[config.mk]
export PLATFORM = sky130hd
export DESIGN_NAME = l2_cache_lock_ctrl_flat
export DESIGN_NICKNAME = d
export VERILOG_FILES = /design/src/rtl/l2_cache_lock_ctrl_if.sv /design/src/rtl/l2_cache_lock_ctrl.sv /design/src/flat_wrapper.sv
export SDC_FILE = /design/constraint.sdc
export NUM_CORES = 2
export LEC_CHECK = 0
export ABC_AREA = 1
export BUFFER_PORTS_ARGS = -buffer_cell sky130_fd_sc_hd__buf_2
export CORE_AREA = 3 3 261 455
export DETAILED_ROUTE_END_ITERATION = 10
export DIE_AREA = 0 0 264 458
export PLACE_DENSITY = 0.72
export SYNTH_ARGS = -nofsm -noshare
export SYNTH_HDL_FRONTEND = slang
export SYNTH_SLANG_ARGS = --single-unit
[constraint.sdc]
create_clock -name clk -period 5.4 [get_ports clk]
set_input_delay 1.08 -clock clk [delete_from_list [all_inputs] [get_ports clk]]
set_output_delay 1.08 -clock clk [all_outputs]
set_load 0.005 [all_outputs]
[src/rtl/l2_cache_lock_ctrl_if.sv]
// Bundles the requester handshake and the LRU access/lock port of the L2 lock controller.
// master: requesters plus L2 pipeline side; slave: the lock controller.
interface l2_cache_lock_ctrl_if #(
    parameter int unsigned NUM_REQUESTERS  = 4,
    parameter int unsigned SET_INDEX_WIDTH = 8,
    parameter int unsigned WAY_INDEX_WIDTH = 2
);
    logic [NUM_REQUESTERS-1:0]                 req_valid;
    logic [NUM_REQUESTERS*SET_INDEX_WIDTH-1:0] req_set;
    logic [NUM_REQUESTERS*WAY_INDEX_WIDTH-1:0] req_way;
    logic [NUM_REQUESTERS-1:0]                 req_lock;
    logic [NUM_REQUESTERS-1:0]                 req_ack;
    logic [NUM_REQUESTERS-1:0]                 req_reject;
    logic                                      init_done;
    logic                                      cache_access_en;
    logic                                      cache_fill_en;
    logic                                      lru_access_en;
    logic [SET_INDEX_WIDTH-1:0]                lru_access_set;
    logic                                      lru_lock_en;
    logic                                      lru_lock_value;
    logic                                      lru_access_update_en;
    logic [WAY_INDEX_WIDTH-1:0]                lru_access_update_way;

    modport master (
        output req_valid, req_set, req_way, req_lock, cache_access_en, cache_fill_en,
        input  req_ack, req_reject, init_done, lru_access_en, lru_access_set, lru_lock_en,
               lru_lock_value, lru_access_update_en, lru_access_update_way
    );

    modport slave (
        input  req_valid, req_set, req_way, req_lock, cache_access_en, cache_fill_en,
        output req_ack, req_reject, init_done, lru_access_en, lru_access_set, lru_lock_en,
               lru_lock_value, lru_access_update_en, lru_access_update_way
    );
endinterface

[src/rtl/l2_cache_lock_ctrl.sv]
// L2 way-lock controller: arbitrates lock/unlock requests onto the shared LRU access port,
// using only cycles the tag pipeline leaves idle. A per-set shadow of the lock bits lets it
// refuse locks that would pin every way and complete redundant requests without LRU traffic.
// After reset it sweeps every set/way to clear the LRU lock storage.
module l2_cache_lock_ctrl #(
    parameter int unsigned NUM_REQUESTERS  = 4,
    parameter int unsigned NUM_SETS        = 256,
    parameter int unsigned NUM_WAYS        = 4,
    parameter int unsigned SET_INDEX_WIDTH = (NUM_SETS > 1) ? $clog2(NUM_SETS) : 1,
    parameter int unsigned WAY_INDEX_WIDTH = (NUM_WAYS > 1) ? $clog2(NUM_WAYS) : 1
) (
    input logic                 clk,
    input logic                 reset,
    l2_cache_lock_ctrl_if.slave bus
);
    localparam int unsigned REQ_INDEX_WIDTH = (NUM_REQUESTERS > 1) ? $clog2(NUM_REQUESTERS) : 1;
    localparam int unsigned CNT_WIDTH       = WAY_INDEX_WIDTH + 1;
    localparam logic [SET_INDEX_WIDTH-1:0] SET_MAX = SET_INDEX_WIDTH'(NUM_SETS - 1);
    localparam logic [WAY_INDEX_WIDTH-1:0] WAY_MAX = WAY_INDEX_WIDTH'(NUM_WAYS - 1);
    localparam logic [CNT_WIDTH-1:0]       FULL_CNT = CNT_WIDTH'(NUM_WAYS - 1);

    typedef enum logic [2:0] {
        StInitIssue,
        StInitUpdate,
        StIdle,
        StIssue,
        StUpdate
    } state_e;

    state_e                     state_q, state_d;
    logic [SET_INDEX_WIDTH-1:0] init_set_q, init_set_d;
    logic [WAY_INDEX_WIDTH-1:0] init_way_q, init_way_d;
    logic                       init_done_q, init_done_d;
    logic [REQ_INDEX_WIDTH-1:0] rr_ptr_q, rr_ptr_d;
    logic [REQ_INDEX_WIDTH-1:0] grant_q, grant_d;
    logic [SET_INDEX_WIDTH-1:0] op_set_q, op_set_d;
    logic [WAY_INDEX_WIDTH-1:0] op_way_q, op_way_d;
    logic                       op_lock_q, op_lock_d;
    logic [NUM_WAYS-1:0]        shadow_q [NUM_SETS];
    logic                       shadow_we;

    logic                       grant_valid;
    logic [REQ_INDEX_WIDTH-1:0] grant_idx;
    logic [REQ_INDEX_WIDTH-1:0] cand_idx;
    int unsigned                cand;

    logic [NUM_WAYS-1:0]        cur_row;
    logic                       cur_bit;
    logic [CNT_WIDTH-1:0]       cur_count;
    logic                       redundant;
    logic                       at_limit;
    logic                       stall;

    logic                       access_en;
    logic [SET_INDEX_WIDTH-1:0] access_set;
    logic                       lock_en;
    logic                       lock_value;
    logic                       update_en;
    logic [WAY_INDEX_WIDTH-1:0] update_way;
    logic [NUM_REQUESTERS-1:0]  ack_vec;
    logic [NUM_REQUESTERS-1:0]  reject_vec;

    assign stall = bus.cache_access_en | bus.cache_fill_en;

    // Round-robin pick: first valid requester at or after the pointer.
    always_comb begin
        grant_valid = 1'b0;
        grant_idx   = '0;
        cand        = 0;
        cand_idx    = '0;
        for (int unsigned k = 0; k < NUM_REQUESTERS; k++) begin
            cand     = (32'(rr_ptr_q) + k) % NUM_REQUESTERS;
            cand_idx = REQ_INDEX_WIDTH'(cand);
            if (!grant_valid && bus.req_valid[cand_idx]) begin
                grant_valid = 1'b1;
                grant_idx   = cand_idx;
            end
        end
    end

    // Shadow lookup for the latched op: target bit, lock count, and the resulting decision.
    always_comb begin
        cur_row   = shadow_q[op_set_q];
        cur_bit   = cur_row[op_way_q];
        cur_count = '0;
        for (int unsigned w = 0; w < NUM_WAYS; w++) begin
            cur_count = cur_count + CNT_WIDTH'(cur_row[w]);
        end
        redundant = (op_lock_q == cur_bit);
        at_limit  = op_lock_q && !cur_bit && (cur_count == FULL_CNT);
    end

    // Next-state and port drive for the init sweep and request sequencing.
    always_comb begin
        state_d     = state_q;
        init_set_d  = init_set_q;
        init_way_d  = init_way_q;
        init_done_d = init_done_q;
        rr_ptr_d    = rr_ptr_q;
        grant_d     = grant_q;
        op_set_d    = op_set_q;
        op_way_d    = op_way_q;
        op_lock_d   = op_lock_q;
        shadow_we   = 1'b0;
        access_en   = 1'b0;
        access_set  = '0;
        lock_en     = 1'b0;
        lock_value  = 1'b0;
        update_en   = 1'b0;
        update_way  = '0;
        ack_vec     = '0;
        reject_vec  = '0;

        unique case (state_q)
            StInitIssue: begin
                if (!stall) begin
                    access_en  = 1'b1;
                    lock_en    = 1'b1;
                    access_set = init_set_q;
                    state_d    = StInitUpdate;
                end
            end
            StInitUpdate: begin
                update_en  = 1'b1;
                update_way = init_way_q;
                state_d    = StInitIssue;
                if (init_way_q == WAY_MAX) begin
                    init_way_d = '0;
                    if (init_set_q == SET_MAX) begin
                        init_set_d  = '0;
                        init_done_d = 1'b1;
                        state_d     = StIdle;
                    end else begin
                        init_set_d = init_set_q + SET_INDEX_WIDTH'(1);
                    end
                end else begin
                    init_way_d = init_way_q + WAY_INDEX_WIDTH'(1);
                end
            end
            StIdle: begin
                if (grant_valid) begin
                    grant_d   = grant_idx;
                    op_set_d  = bus.req_set[grant_idx*SET_INDEX_WIDTH +: SET_INDEX_WIDTH];
                    op_way_d  = bus.req_way[grant_idx*WAY_INDEX_WIDTH +: WAY_INDEX_WIDTH];
                    op_lock_d = bus.req_lock[grant_idx];
                    rr_ptr_d  = REQ_INDEX_WIDTH'((32'(grant_idx) + 1) % NUM_REQUESTERS);
                    state_d   = StIssue;
                end
            end
            StIssue: begin
                if (redundant) begin
                    ack_vec[grant_q] = 1'b1;
                    state_d          = StIdle;
                end else if (at_limit) begin
                    reject_vec[grant_q] = 1'b1;
                    state_d             = StIdle;
                end else if (!stall) begin
                    access_en  = 1'b1;
                    lock_en    = 1'b1;
                    lock_value = op_lock_q;
                    access_set = op_set_q;
                    state_d    = StUpdate;
                end
            end
            StUpdate: begin
                update_en        = 1'b1;
                update_way       = op_way_q;
                shadow_we        = 1'b1;
                ack_vec[grant_q] = 1'b1;
                state_d          = StIdle;
            end
            default: state_d = StInitIssue;
        endcase
    end

    // State, counters, latched op and shadow lock bits; reset abandons any op in flight.
    always_ff @(posedge clk) begin
        if (reset) begin
            state_q     <= StInitIssue;
            init_set_q  <= '0;
            init_way_q  <= '0;
            init_done_q <= 1'b0;
            rr_ptr_q    <= '0;
            grant_q     <= '0;
            op_set_q    <= '0;
            op_way_q    <= '0;
            op_lock_q   <= 1'b0;
            for (int s = 0; s < NUM_SETS; s++) begin
                shadow_q[s] <= '0;
            end
        end else begin
            state_q     <= state_d;
            init_set_q  <= init_set_d;
            init_way_q  <= init_way_d;
            init_done_q <= init_done_d;
            rr_ptr_q    <= rr_ptr_d;
            grant_q     <= grant_d;
            op_set_q    <= op_set_d;
            op_way_q    <= op_way_d;
            op_lock_q   <= op_lock_d;
            if (shadow_we) begin
                shadow_q[op_set_q][op_way_q] <= op_lock_q;
            end
        end
    end

    // Outputs are held quiet while reset is asserted so an interrupted op never acks.
    always_comb begin
        bus.lru_access_en         = access_en & ~reset;
        bus.lru_access_set        = reset ? '0 : access_set;
        bus.lru_lock_en           = lock_en & ~reset;
        bus.lru_lock_value        = lock_value & ~reset;
        bus.lru_access_update_en  = update_en & ~reset;
        bus.lru_access_update_way = reset ? '0 : update_way;
        bus.req_ack               = reset ? '0 : ack_vec;
        bus.req_reject            = reset ? '0 : reject_vec;
        bus.init_done             = init_done_q & ~reset;
    end
endmodule

[src/flat_wrapper.sv]
// flat-port wrapper written by rule: the top's interface ports become plain ports
module l2_cache_lock_ctrl_flat 
#(
    parameter int unsigned NUM_REQUESTERS  = 4,
    parameter int unsigned NUM_SETS        = 256,
    parameter int unsigned NUM_WAYS        = 4,
    parameter int unsigned SET_INDEX_WIDTH = (NUM_SETS > 1) ? $clog2(NUM_SETS) : 1,
    parameter int unsigned WAY_INDEX_WIDTH = (NUM_WAYS > 1) ? $clog2(NUM_WAYS) : 1
)
  (clk, reset, bus_req_valid, bus_req_set, bus_req_way, bus_req_lock, bus_cache_access_en, bus_cache_fill_en, bus_req_ack, bus_req_reject, bus_init_done, bus_lru_access_en, bus_lru_access_set, bus_lru_lock_en, bus_lru_lock_value, bus_lru_access_update_en, bus_lru_access_update_way);
  l2_cache_lock_ctrl_if #(.NUM_REQUESTERS(NUM_REQUESTERS), .SET_INDEX_WIDTH(SET_INDEX_WIDTH), .WAY_INDEX_WIDTH(WAY_INDEX_WIDTH)) bus_i ();
  input logic clk;
  input logic reset;
  input wire logic [$bits(bus_i.req_valid)-1:0] bus_req_valid;
  input wire logic [$bits(bus_i.req_set)-1:0] bus_req_set;
  input wire logic [$bits(bus_i.req_way)-1:0] bus_req_way;
  input wire logic [$bits(bus_i.req_lock)-1:0] bus_req_lock;
  input wire logic [$bits(bus_i.cache_access_en)-1:0] bus_cache_access_en;
  input wire logic [$bits(bus_i.cache_fill_en)-1:0] bus_cache_fill_en;
  output wire logic [$bits(bus_i.req_ack)-1:0] bus_req_ack;
  output wire logic [$bits(bus_i.req_reject)-1:0] bus_req_reject;
  output wire logic [$bits(bus_i.init_done)-1:0] bus_init_done;
  output wire logic [$bits(bus_i.lru_access_en)-1:0] bus_lru_access_en;
  output wire logic [$bits(bus_i.lru_access_set)-1:0] bus_lru_access_set;
  output wire logic [$bits(bus_i.lru_lock_en)-1:0] bus_lru_lock_en;
  output wire logic [$bits(bus_i.lru_lock_value)-1:0] bus_lru_lock_value;
  output wire logic [$bits(bus_i.lru_access_update_en)-1:0] bus_lru_access_update_en;
  output wire logic [$bits(bus_i.lru_access_update_way)-1:0] bus_lru_access_update_way;
  assign bus_i.req_valid = bus_req_valid;
  assign bus_i.req_set = bus_req_set;
  assign bus_i.req_way = bus_req_way;
  assign bus_i.req_lock = bus_req_lock;
  assign bus_i.cache_access_en = bus_cache_access_en;
  assign bus_i.cache_fill_en = bus_cache_fill_en;
  assign bus_req_ack = bus_i.req_ack;
  assign bus_req_reject = bus_i.req_reject;
  assign bus_init_done = bus_i.init_done;
  assign bus_lru_access_en = bus_i.lru_access_en;
  assign bus_lru_access_set = bus_i.lru_access_set;
  assign bus_lru_lock_en = bus_i.lru_lock_en;
  assign bus_lru_lock_value = bus_i.lru_lock_value;
  assign bus_lru_access_update_en = bus_i.lru_access_update_en;
  assign bus_lru_access_update_way = bus_i.lru_access_update_way;
  l2_cache_lock_ctrl #(.NUM_REQUESTERS(NUM_REQUESTERS), .NUM_SETS(NUM_SETS), .NUM_WAYS(NUM_WAYS), .SET_INDEX_WIDTH(SET_INDEX_WIDTH), .WAY_INDEX_WIDTH(WAY_INDEX_WIDTH)) u_core (.clk(clk), .reset(reset), .bus(bus_i));
endmodule
==> results summary <==
The total count of hold-check failures in the final report came out at 0. For this run, the post-layout net count is between 7,000 and 8,000. The post-layout minimum cycle time is 5.64 ns. The count of cell types in the netlist came out at 40. The fraction of registers with async set or reset after synthesis is 0.

The final number of setup-violating endpoints is 15. The violation count after the first detailed-routing iteration came out at 6,483. The number of nets produced by synthesis came out at approximately 7,500. The via count of the first global-routing pass came out at 49,200. The most frequent cell after synthesis is sky130_fd_sc_hd__nand2_1.

The xor and xnor fraction of the mapped netlist area came out at 0.000567. The via density per instance is a little under 6. The number of core rows came out at 165. In the post-synthesis netlist, the biggest area contributors are sky130_fd_sc_hd__edfxtp_1, sky130_fd_sc_hd__nand2_1, sky130_fd_sc_hd__nor2_1, sky130_fd_sc_hd__nand3_1, sky130_fd_sc_hd__clkbuf_1. The setup clock skew after layout came out at 0.0181 ns. Among all flip-flop cells after synthesis, the most frequent one is sky130_fd_sc_hd__edfxtp_1. The overall routing resource usage is 0.289. The synthesized netlist occupies a cell area of between 50,000 and 60,000 sq um.

The remaining number of nets flagged by the antenna check after routing came out at 0. The chip height came out at about 460 um. The depth of the worst register-to-register path came out at 28.

The fmax is about 180 MHz. The first-pass GRT wire length came out at 272 mm. For this design the static power due to leakage is roughly 24 nW. Summing all multi-input logic gate instances after layout gives 23,800 sq um. The total area of sequential cells is between 30,000 and 40,000 sq um.

The standard cell area after detailed placement is 58,700 sq um. Of the total synthesized cell area, the portion taken by AND, OR, NAND and NOR gates is 0.392. The internal reg-to-reg setup slack came out at 1.34 ns. The worst setup path is captured at an output pin. The final reports fail on negative setup slack. The proportion of synthesized area in mux cells came out at 0. The number of pins with negative max-slew slack in the final report came out at 0.

After synthesis, the largest family of logic cells by area is simple AND/OR/NAND/NOR gates. The initial antenna violation count came out at 5. The finished cells cover 63,300 sq um. After synthesis, the most frequently instantiated cells are sky130_fd_sc_hd__nand2_1, sky130_fd_sc_hd__nor2_1, sky130_fd_sc_hd__edfxtp_1.

75 I/O pins were placed. The largest net degree at the start of global routing came out at 253. The number of register bits inferred by synthesis is 1,061. The share of synthesized area in the top cell type comes to 0.536. The required time reported for the critical path endpoint came out at 4.32 ns. The worst setup path is launched from a flop. The arrival time at the worst endpoint came out at 4.56 ns. The tree is rooted in a sky130_fd_sc_hd__clkbuf_16. The number of levels in the clock H-tree is 3. The setup slack after placement came out at 0.0705 ns. TritonCTS built the clock tree. Among the stages of the critical path, the cell type that occurs most often is sky130_fd_sc_hd__nand3_1.

The starting utilization of the core area is 0.496. The min-delay analysis places its worst path in the category reg2reg. The final cell utilization of the core came out at 0.548.

Synthesis produced a netlist whose cell count is ~7,500. The floorplan die area came out at ~120,000 sq um. The worst-case hold path end point is u_core.init_done_q.

Along the worst path, the maximum fanout reaches 21. The wire length on met2 is between 80 and 90 mm. Setup repair after global routing could not meet its margin everywhere. The number of CTS-inserted buffers came out at between 90 and 100.

The hold buffer count at CTS came out at 0. The number of non-filler instances in the completed layout is ~8,800. The worst slew slack as a fraction of its limit came out at 0.0480. The detailed placer's ending HPWL came out at 99.9 mm.

Counting instances, the worst hold path has a depth of 2. The run finished, with violations left. The insertion delay to the later sink of the worst-skew pair came out at ~0.73 ns. The critical path's largest stage delay is 0.39 ns. The area growth from synthesis to layout is 10.3%. The synthesized-area fraction occupied by ao, oa, aoi and oai cells is 0.00879. The total power per unit cell area came out at 369 nW/um^2. The period utilization came out at 1.04.

The actual transition at the worst max-transition pin came out at 1.43 ns. Counting flops with a built-in enable in the synthesized netlist gives around 1,000. The number of buffers between clock root and the deepest sink came out at 3.

The share of synthesized cell area in full adder, half adder and majority cells is 0.00144. The classification of the worst setup path is reg2out. The post-route met1 wirelength is 59.5 mm. The worst setup margin came out at -0.242 ns. The core region is between 100,000 and 150,000 sq um. In this run the most critical hold path is launched from u_core.init_done_q.

The via count came out at 51,100. The sequential area share after synthesis is 0.549. The clock transition at the registers of the reported paths came out at 0.07 ns.

The worst register-to-register path ends at u_core.state_q[0]. VDD sags by at most 0.347 mV. The average size of a mapped cell came out at 7.69 sq um. The final routed DRC violation total is 0. The clock sink count is 1,061.

The routability congestion estimate from global placement came out at 0.897. The number of detailed-route iterations in the first pass is 7. For this run the aggregate overflow at the end of global routing stands at 0. The floorplan step set the die width to 264 um. The routed design uses about 16 mm of met3 wire. The number of maximum-capacitance constraint violations is 0. The warning count from the yosys run is 0. The count of buffers added on input and output ports is 74. The setup TNS is -2.35 ns. The placed cell count is between 8,000 and 9,000. In the final layout, the share of cells above drive strength 1 is 0.0733. The critical path's slowest cell is sky130_fd_sc_hd__fa_1. The cell type with the highest aggregate area in the netlist is sky130_fd_sc_hd__edfxtp_1. After detailed routing, the total wire length is 179 mm. Dividing the detail-routed wire length by the instance count gives 20.5 um. The number of filler cells placed in the layout is 10,400. After detailed routing, no signal wire sits above met5.
==> kinds of logic after synthesis <==
group,count (synthesis)
simple gates,5627
flops,1061
buf+inv,693
compound gates,74
xor+xnor,2
fa+ha+maj,6
==> sequential cells by signal, indices dropped and copies added, names as in the netlist, named ones only <==
name	cells
u_core.rr_ptr_q	2
u_core.shadow_q	1024
u_core.state_q	3
u_core.op_set_q	8
u_core.op_way_q	2
u_core.op_lock_q	1
u_core.init_done_q	1
u_core.init_set_q	8
u_core.grant_q	2
u_core.init_way_q	2
==> cell type report <==
| class | count | share of cell area |
|---|---|---|
| Clock inverter | 55 | 0.00834 |
| Timing Repair Buffer | 226 | 0.0430 |
| Clock buffer | 119 | 0.0394 |
| Antenna cell | 2 | 0.0000791 |
| Multi-Input combinational cell | 5709 | 0.375 |
| Sequential cell | 1061 | 0.498 |
| Inverter | 86 | 0.00593 |
| Tap cell | 1503 | 0.0297 |
| Timing Repair inverter | 5 | 0.000692 |
==> metrics by stage <==
| stage | hold slack (ns) | power, W |
|---|---|---|
| 2_1_floorplan | 0.436 | 0.0135 |
| 3_3_place_gp | 0.448 | 0.0156 |
| 3_5_place_dp | 0.459 | 0.0156 |
| 4_1_cts | 0.470 | 0.0232 |
| 5_1_grt | 0.507 | 0.0242 |
| 6_report | 0.467 | 0.0234 |
==> critical path, delay by kind of cell, from the launching register on <==
kind,cells,cell delay [ns]
flip-flops,1,0.37
adder cells (fa/ha/maj),2,0.61
buffers and inverters,10,1.16
AND/OR/NAND/NOR,13,1.49
AO/OA/AOI/OAI,1,0.14
==> layout by cell type (no fill, tap or decap), types with 14 or more instances in the layout <==
| master | count |
|---|---|
| sky130_fd_sc_hd__nand3_2 | 66 |
| sky130_fd_sc_hd__dfxtp_1 | 33 |
| sky130_fd_sc_hd__nand3_1 | 923 |
| sky130_fd_sc_hd__nand2_2 | 28 |
| sky130_fd_sc_hd__inv_1 | 74 |
| sky130_fd_sc_hd__edfxtp_1 | 1024 |
| sky130_fd_sc_hd__clkinv_2 | 14 |
| sky130_fd_sc_hd__clkbuf_16 | 97 |
| sky130_fd_sc_hd__clkinv_1 | 20 |
| sky130_fd_sc_hd__nand3_4 | 15 |
| sky130_fd_sc_hd__buf_4 | 72 |
| sky130_fd_sc_hd__clkbuf_1 | 21 |
| sky130_fd_sc_hd__nand2_1 | 3213 |
| sky130_fd_sc_hd__buf_16 | 29 |
| sky130_fd_sc_hd__a21oi_1 | 24 |
| sky130_fd_sc_hd__buf_2 | 75 |
| sky130_fd_sc_hd__buf_12 | 35 |
| sky130_fd_sc_hd__nor2_1 | 1344 |
==> power breakdown <==
group	switching [W]	total, W	leakage (nW)	internal (W)
logic	0.00500	0.00701	11.5	0.00200
clock network	0.00320	0.00688	1.47	0.00368
registers	0.000199	0.00950	10.9	0.00930
total	0.00840	0.0234	23.9	0.0150
==> worst max path at each step <==
| stage | startpoint | to | depth (start not counted) |
|---|---|---|---|
| after floorplan | flop | bus_lru_lock_en | 24 |
| after CTS | flop | bus_lru_access_en | 27 |
| final | flop | bus_lru_access_en | 26 |
| after global placement | flop | bus_lru_access_en | 25 |
| after global routing | flop | bus_lru_access_en | 27 |
| after detailed placement | flop | bus_lru_access_en | 25 |
==> per-layer routing <==
layer,vias up,track usage
met5,-,0
met4,6,0.218
met3,704,0.0469
met2,2752,0.499
met1,24100,0.317
li1,23600,-
==> what timing repair did <==
item / CTS / global route
gates resized for setup: 174 / 11
setup endpoints to repair: 15 / 15
pin swaps: 25 / 9
cloned: 27 / 2
buffers inserted: 14 / 0
Power figures use the tool's default switching activity.
